**config.mk**
```make
export PLATFORM = sky130hd
export DESIGN_NAME = rr_bus_arbiter
export DESIGN_NICKNAME = d
export VERILOG_FILES = /design/src/rtl/rr_bus_arbiter.sv
export SDC_FILE = /design/constraint.sdc
export NUM_CORES = 1
export LEC_CHECK = 0
export CORE_AREA = 2 2 39 41
export CTS_CLUSTER_DIAMETER = 80
export DETAILED_ROUTE_END_ITERATION = 6
export DIE_AREA = 0 0 41 43
export HOLD_SLACK_MARGIN = 0.08
export PLACE_DENSITY = 0.71
export SYNTH_ARGS = -nofsm -noshare
export SYNTH_HDL_FRONTEND = slang
export SYNTH_SLANG_ARGS = --single-unit
```
**constraint.sdc**
```tcl
create_clock -name clk -period 2.2 [get_ports clk]
set_input_delay 0.66 -clock clk [delete_from_list [all_inputs] [get_ports clk]]
set_output_delay 0.66 -clock clk [all_outputs]
set_load 0.05 [all_outputs]
```
**src/rtl/rr_bus_arbiter.sv**
```systemverilog
// rr_bus_arbiter: round-robin N-way bus arbiter with a registered one-hot grant.
// Define RR_TIMEOUT_EN to enable forced preemption after MAX_HOLD grant cycles.
module rr_bus_arbiter #(
  parameter int N        = 4,
  parameter int MAX_HOLD = 8
) (
  input  logic                 clk,
  input  logic                 reset,
  input  logic [N-1:0]         REQ,
  output logic [N-1:0]         GNT,
  output logic [$clog2(N)-1:0] GNT_ID,
  output logic                 BUSY,
  output logic                 PREEMPT
);

  localparam int             IW  = $clog2(N);
  localparam logic [IW:0]    NW  = (IW+1)'(N);
  localparam logic [N-1:0]   ONE = N'(1);

  typedef enum logic {
    IDLE,
    OWNED
  } state_t;

  state_t        state;
  state_t        state_d;
  logic [IW-1:0] ptr;
  logic [IW-1:0] ptr_d;
  logic          own_req;
  logic          release_now;
  logic          timeout;
  logic          arb;
  logic [N-1:0]  cand;
  logic [N-1:0]  rot;
  logic          win_vld;
  logic [IW-1:0] win;
  logic [IW-1:0] win_inc;
  logic [IW:0]   sum;
  logic [IW:0]   inc;
  logic [N-1:0]  gnt_d;
  logic [IW-1:0] id_d;
  logic          busy_d;
  logic          pre_d;

`ifdef RR_TIMEOUT_EN
  localparam int           HW   = $clog2(MAX_HOLD);
  localparam logic [HW-1:0] HMAX = HW'(MAX_HOLD - 1);

  logic [HW-1:0] hcnt;
  logic [HW-1:0] hcnt_d;
`endif

  if (N < 2 || N > 16 || MAX_HOLD < 2) begin : g_param_err
    $error("rr_bus_arbiter: illegal N or MAX_HOLD");
  end

  assign own_req     = REQ[GNT_ID];
  assign release_now = (state == OWNED) && !own_req;

`ifdef RR_TIMEOUT_EN
  assign timeout = (state == OWNED) && own_req &&
                   (hcnt == HMAX);
`else
  assign timeout = 1'b0;
`endif

  assign arb = (state == IDLE) || release_now || timeout;

  // On timeout the owner sits out this round.
  assign cand = timeout ? (REQ & ~(ONE << GNT_ID)) : REQ;

  // Rotate so bit 0 is the ptr position.
  assign rot = N'({cand, cand} >> ptr);

  always_comb begin
    win_vld = 1'b0;
    win     = '0;
    sum     = '0;
    for (int j = 0; j < N; j++) begin
      if (!win_vld && rot[j]) begin
        win_vld = 1'b1;
        sum     = {1'b0, ptr} + (IW+1)'(j);
        if (sum >= NW) sum = sum - NW;
        win     = sum[IW-1:0];
      end
    end
  end

  always_comb begin
    inc = {1'b0, win} + (IW+1)'(1);
    if (inc == NW) inc = '0;
    win_inc = inc[IW-1:0];
  end

  always_ff @(posedge clk or posedge reset) begin
    if (reset) begin
      state   <= IDLE;
      ptr     <= '0;
      GNT     <= '0;
      GNT_ID  <= '0;
      BUSY    <= 1'b0;
      PREEMPT <= 1'b0;
`ifdef RR_TIMEOUT_EN
      hcnt    <= '0;
`endif
    end else begin
      state   <= state_d;
      ptr     <= ptr_d;
      GNT     <= gnt_d;
      GNT_ID  <= id_d;
      BUSY    <= busy_d;
      PREEMPT <= pre_d;
`ifdef RR_TIMEOUT_EN
      hcnt    <= hcnt_d;
`endif
    end
  end

  always_comb begin
    state_d = state;
    unique case (state)
      IDLE:    if (win_vld) state_d = OWNED;
      OWNED:   if (release_now && !win_vld) state_d = IDLE;
      default: state_d = IDLE;
    endcase
  end

  always_comb begin
    gnt_d  = GNT;
    id_d   = GNT_ID;
    busy_d = BUSY;
    pre_d  = 1'b0;
    ptr_d  = ptr;
`ifdef RR_TIMEOUT_EN
    hcnt_d = hcnt;
`endif
    unique case (1'b1)
      (arb && win_vld): begin
        gnt_d  = ONE << win;
        id_d   = win;
        busy_d = 1'b1;
        ptr_d  = win_inc;
        pre_d  = timeout;
`ifdef RR_TIMEOUT_EN
        hcnt_d = '0;
`endif
      end
      (arb && !win_vld && !timeout): begin
        gnt_d  = '0;
        id_d   = '0;
        busy_d = 1'b0;
      end
`ifdef RR_TIMEOUT_EN
      (timeout && !win_vld): begin
        hcnt_d = '0;
      end
      default: begin
        if (hcnt != HMAX) hcnt_d = hcnt + 1'b1;
      end
`else
      default: begin
      end
`endif
    endcase
  end

  a_onehot: assert property (
    @(posedge clk) disable iff (reset) $onehot0(GNT));

  a_busy: assert property (
    @(posedge clk) disable iff (reset) BUSY == (GNT != '0));

endmodule

```
# Word level (Yosys, flattened, before mapping)
# Index checks and enable logic that the tools add are counted.
# totals
word_cells,57
reg_bits,10
inputBits,6
# classes
n_addsub,8
n_reduce_logical,14
n_eq_ne,1
n_bitwise,1
muxes,21
n_lt_le_gt_ge,5
shifts,2
# ops
operator,n
two-way mux 2 bit,9
>= comparator 3 bit (second input constant),3
case mux 4 bit (2 select lines),1
right shift 8 x 2 -> 4 bit,1
subtractor 2 x 1 -> 2 bit (second input constant),4
logical AND 1 bit,7
two-way mux 1 bit,7
adder 2 x 1 -> 3 bit (second input constant),2
adder 2 x 2 -> 3 bit (second input constant),2
zero test 1 bit,5
case mux 1 bit (2 select lines),2
case mux 2 bit (2 select lines),1
<< shifter 1 x 2 -> 4 bit (first input constant),1
== test 3 bit (second input constant),1
>= comparator 2 x 3 -> 1 bit (second input constant),1
less-than comparator 2 x 3 -> 1 bit (second input constant),1
binary-select mux 1 bit (select 2 bit),1
nonzero test 2 bit,1
logical OR 1 bit,1
NOT 1 bit,1

# Depth between registers and ports, before layout
# Gate-level depths: netlist of run 1.
# logic_depth
word_depth,15
mapped_depth,7
mapped_depth_nobuf,7

# Worst setup path before layout of run 1
# OpenSTA, ideal clock, no wires.
# synth_path
path_kind,input to register
start,input port REQ[2]
end,register ptr[1]
arrival_ns,1.852
stages,5
setup_time_ns,0.125
slack_ns,0.223
cell_sequence,mux2i_1 nor2_1 a311oi_1 ha_1 mux2_4
# synth_between
elab_chain_len,14
elab_cells_between_ends,24
# synth_rtl
element,line,source
from (decl),9,"input logic [N-1:0] REQ,"
right shift 8 x 2 -> 4 bit *,73,"assign rot = N'({cand, cand} >> ptr);"
two-way mux 1 bit,80,if (!win_vld && rot[j]) begin
zero test 1 bit,80,
logical AND 1 bit,80,
two-way mux 1 bit,80,
zero test 1 bit,80,
logical AND 1 bit,80,
two-way mux 1 bit,80,
zero test 1 bit,80,
logical AND 1 bit,80,
two-way mux 2 bit *,80,
adder 2 x 1 -> 3 bit *,90,"inc = {1'b0, win} + (IW+1)'(1);"
== test 3 bit,91,if (inc == NW) inc = '0;
two-way mux 2 bit *,91,
named net inc[1],39,logic [IW:0] inc;
to (signal assigned),108,ptr <= ptr_d;
to (decl),27,logic [IW-1:0] ptr;
# Mark *: on every way through the listed nets, which the timed path passes. The rest lies on a longest branch. The select of a mux whose other input is x is not followed.
# A chain may end at the register's enable or synchronous reset.

# Worst setup path in the final report of run 1
# layout_path
start,register GNT_ID[0]
end,output port GNT_ID[0]
# layout_rtl
element,line,source
from (decl),11,"output logic [$clog2(N)-1:0] GNT_ID,"
from (signal assigned),110,GNT_ID <= id_d;
# No word-level cell between the ends.

==> results of run 1 <==
-- layout make-up --
class / instances / area, um2
inverters: 6 / 22.52
repair buffers: 20 / 180.2
multi-input cells: 39 / 307.8
fillers: 126 / 580.6
clock buffers: 3 / 22.52
flip-flops and latches: 10 / 250.2
well taps: 16 / 20.02
-- flip-flops by register name, indices dropped and copies added (netlist names) --
name / flops
GNT: 4
GNT_ID: 2
ptr: 2
BUSY: 1
state: 1
-- kinds of logic (layout without fill, tap and decap cells) --
| group | count (synthesis) | after routing | synth area share |
|---|---|---|---|
| muxes | 5 | 5 | 0.09704 |
| buffers and inverters | 8 | 29 | 0.06962 |
| adders and majority gates | 4 | 4 | 0.08439 |
| DFF | 10 | 10 | 0.4219 |
| other | 1 | 1 | 0.006323 |
| AOI/OAI and AO/OA | 14 | 14 | 0.1878 |
| and+or+nand+nor | 15 | 15 | 0.1329 |
-- synth_stat cells --
library cell                instances  area [um2]
sky130_fd_sc_hd__or4_4              1       11.26
sky130_fd_sc_hd__o21ai_0            5       25.02
sky130_fd_sc_hd__o2bb2ai_4          1       27.53
sky130_fd_sc_hd__mux2_2             2       22.52
sky130_fd_sc_hd__a2bb2oi_1          1       8.760
sky130_fd_sc_hd__buf_4              1       7.510
sky130_fd_sc_hd__nor2b_1            1       6.260
sky130_fd_sc_hd__a311oi_1           1       8.760
sky130_fd_sc_hd__a21oi_1            3       15.01
sky130_fd_sc_hd__inv_1              6       22.52
sky130_fd_sc_hd__conb_1             1       3.750
sky130_fd_sc_hd__o21a_1             1       7.510
sky130_fd_sc_hd__dfrtp_1           10       250.2
sky130_fd_sc_hd__nand2_1           10       37.54
sky130_fd_sc_hd__nand2b_1           1       6.260
sky130_fd_sc_hd__nor2_1             1       3.750
sky130_fd_sc_hd__ha_1               4       50.05
sky130_fd_sc_hd__o2bb2a_1           1       10.01
sky130_fd_sc_hd__buf_6              1       11.26
sky130_fd_sc_hd__o2bb2ai_1          1       8.760
sky130_fd_sc_hd__mux2i_1            2       20.02
sky130_fd_sc_hd__mux2_4             1       15.01
sky130_fd_sc_hd__nor2b_4            1       13.76
-- per-layer routing --
metal  part of all wire  global-route usage
met1               0.48              0.2093
met2               0.47              0.2469
met3              0.036             0.03141
met4              0.017             0.08000
met5                  0                   0
-- repair_timing --
action                                  CTS  global route
resized for setup                         0             2
hold endpoints to repair                  0             0
endpoints found under the setup margin    0             3
-- power breakdown --
part | switching (mW) | leakage [nW] | total (mW) | internal [mW]
clock network | 0.0659 | 0.0138 | 0.129 | 0.0633
logic | 0.380 | 0.259 | 0.672 | 0.292
registers | 0.0592 | 0.117 | 0.312 | 0.253
-- cell usage in the layout (no fill, tap or decap) --
cell type and n:
sky130_fd_sc_hd__a311oi_2 1, sky130_fd_sc_hd__nand2_1 10, sky130_fd_sc_hd__conb_1 1, sky130_fd_sc_hd__ha_1 4
sky130_fd_sc_hd__nor2b_1 1, sky130_fd_sc_hd__inv_1 6, sky130_fd_sc_hd__dfrtp_1 10, sky130_fd_sc_hd__or4_4 1
sky130_fd_sc_hd__o21ai_0 5, sky130_fd_sc_hd__clkdlybuf4s50_1 10, sky130_fd_sc_hd__dlymetal6s2s_1 1, sky130_fd_sc_hd__nor2_1 1
sky130_fd_sc_hd__mux2_2 2, sky130_fd_sc_hd__o2bb2ai_4 1, sky130_fd_sc_hd__o2bb2ai_1 1, sky130_fd_sc_hd__clkbuf_4 3
sky130_fd_sc_hd__o21a_1 1, sky130_fd_sc_hd__a21oi_1 3, sky130_fd_sc_hd__nor2b_4 1, sky130_fd_sc_hd__buf_4 9
sky130_fd_sc_hd__mux2i_1 2, sky130_fd_sc_hd__mux2_4 1, sky130_fd_sc_hd__a2bb2oi_1 1, sky130_fd_sc_hd__nand2b_1 1
sky130_fd_sc_hd__o2bb2a_1 1
-- worst min path at each step --
stage | end | slack, ns | startpoint | cells past startpoint
2_1_floorplan | BUSY | 0.50 | reset | 1
4_1_cts | GNT[2] | 0.48 | GNT[2] | 2
5_1_grt | GNT[2] | 0.52 | GNT[2] | 2
6_report | GNT[2] | 0.48 | GNT[2] | 2
3_3_place_gp | GNT[2] | 0.46 | GNT[2] | 2
3_5_place_dp | GNT[2] | 0.47 | GNT[2] | 2
-- through the flow --
stage,utilization,power [mW]
detailed placement,0.5579,0.9794
CTS,0.5741,1.115
global route,0.5805,1.189
global placement,0.5579,0.9662
floorplan,-,0.7593
finish,0.5805,1.114
==> results.md, run 1 <==
- Wire length of the first global-routing pass: about 1.9 mm
- End of the worst register-to-register path: GNT[0]
- Final Hold Slack: approximately 0.48 ns
- RSZ-0062 raised after global routing: no
- DP Area: 772.0 um2
- Number of max-slew violations in the final report: 0
- Post-Place Setup Slack: -0.2178 ns
- CTS H-Tree Depth: 1
- Count of cells along the worst register-to-register path: 8
- Clock transition at path regs: approximately 0.070 ns
- Detail-routed net length per standard cell: 12.24 um
- Insertion delay to the later sink of the worst-skew pair: around 0.27 ns
- Setup slack of the critical path after layout: 0.09534 ns
- Maximum net fanout on the critical path: 3
- Antenna violations before repair: 0
- Width of the chip: around 41 um
- Total global routing track utilization: 0.1623
- Io pins: 14
- Cell with the largest stage delay on the worst path: sky130_fd_sc_hd__clkdlybuf4s50_1
- Clock root buffer master: sky130_fd_sc_hd__clkbuf_4
- Category of the worst setup path launch point: register
- Final std cell area, no fill: about 800 um2
- Mean cell area of the mapped netlist: roughly 10 um2
- Total congestion overflow after global routing: 0
- Sinks on Clock Net: 10
- Number of rows in the core area: 14
- Final weighted congestion in routability-driven placement: between 0.7 and 0.8
- Number of nets at the end of the flow: 90
- Crit path max-delay family: buffers and inverters
- IR Drop Worst-Case VDD: about 0.63 mV
- Crit path depth: 1
- Largest net degree at the start of global routing: 11
- Buffers inserted during post-CTS setup optimization: 0
- Yosys warning count: 0
- Post-synthesis to final-layout area growth: 35.44%
- Cell leakage power: ~0.39 nW
- Routed wire length: 1.151 mm
- Reg-to-reg startpoint: ptr[1]
- CTS tree: yes
- Reg2Reg Setup Slack: about 0.49 ns
- Die Outline Area: between 1500 and 2000 um2
- Vias per Instance: around 5
- Antenna diodes: 0
- Hold/Removal Path Class: reg -> reg
- Fraction of layout cells with a size suffix above 1: 0.2436
- Final Non-Filler Cells: between 90 and 100
- Type of the worst setup path: reg -> out
- Ordered list of cells on the worst path: clkdlybuf4s50_1
- Share of the cycle needed by the critical path after routing: 0.9567
- Final number of setup-violating endpoints: 0
- Data arrival time of the critical path: 1.44 ns
- # DRC: 0
- Data required time of the critical path: about 1.5 ns
- Cell area after synthesis: roughly 590 um2
- Initial core utilization: 0.4286
- Synthesized netlist net count: 67
- Vias after detailed routing: roughly 470
- Critical Path Sink Type: output port
- Fmax: about 480 MHz
- Count of nets left with antenna violations after detail routing: 0
- Clock Skew: about 0.007 ns
- Die height: ~43 um
- Longest individual stage delay on the worst path: around 0.81 ns
- Detailed placer's ending HPWL: roughly 900 um
- Sum Neg Setup Slack: 0 ns
- Input/output buffers: 12
- Max Cap Violations: 0
- Sequential-to-total area share from yosys stat: 0.4219
- Final hold viol count: 0
- Critical path origin: GNT_ID[0]
- Maximum count of clock buffers along a single path: 2
- Count of different cell masters after synthesis: 23
- Via count of the first global-routing pass: 468
- Number of iterations in the first detailed-routing pass: 4
- TritonCTS Buffers: 3
- Synthesized netlist cell count: 57
- Post-synthesis sequential element count: 10
- Count of hold-fix buffers inserted at cts: 0
- Drt initial violations: 15
- Number of buffer and inverter stages on the critical path: 1
- Outcome: finished, final reports clean
- Power per cell area: about 1400 nW/um2
- End point of the critical path: GNT_ID[0]
- Placeable Area: 1384 um2
- Final min period: 2.105 ns
- Cell count after placement: between 90 and 100
(Power assumes the default switching activity.)
==> inputs of run 2 (changes only) <==
--- a/config.mk
+++ b/config.mk
@@ -6,6 +6,7 @@
 export NUM_CORES = 1
 export LEC_CHECK = 0
 export CORE_AREA = 2 2 39 41
+export CTS_BUF_LIST = sky130_fd_sc_hd__clkbuf_4 sky130_fd_sc_hd__clkbuf_8
 export CTS_CLUSTER_DIAMETER = 80
 export DETAILED_ROUTE_END_ITERATION = 6
 export DIE_AREA = 0 0 41 43
==> results of run 2 <==
The final DEF is identical to that of run 1; final timing and power are the same.
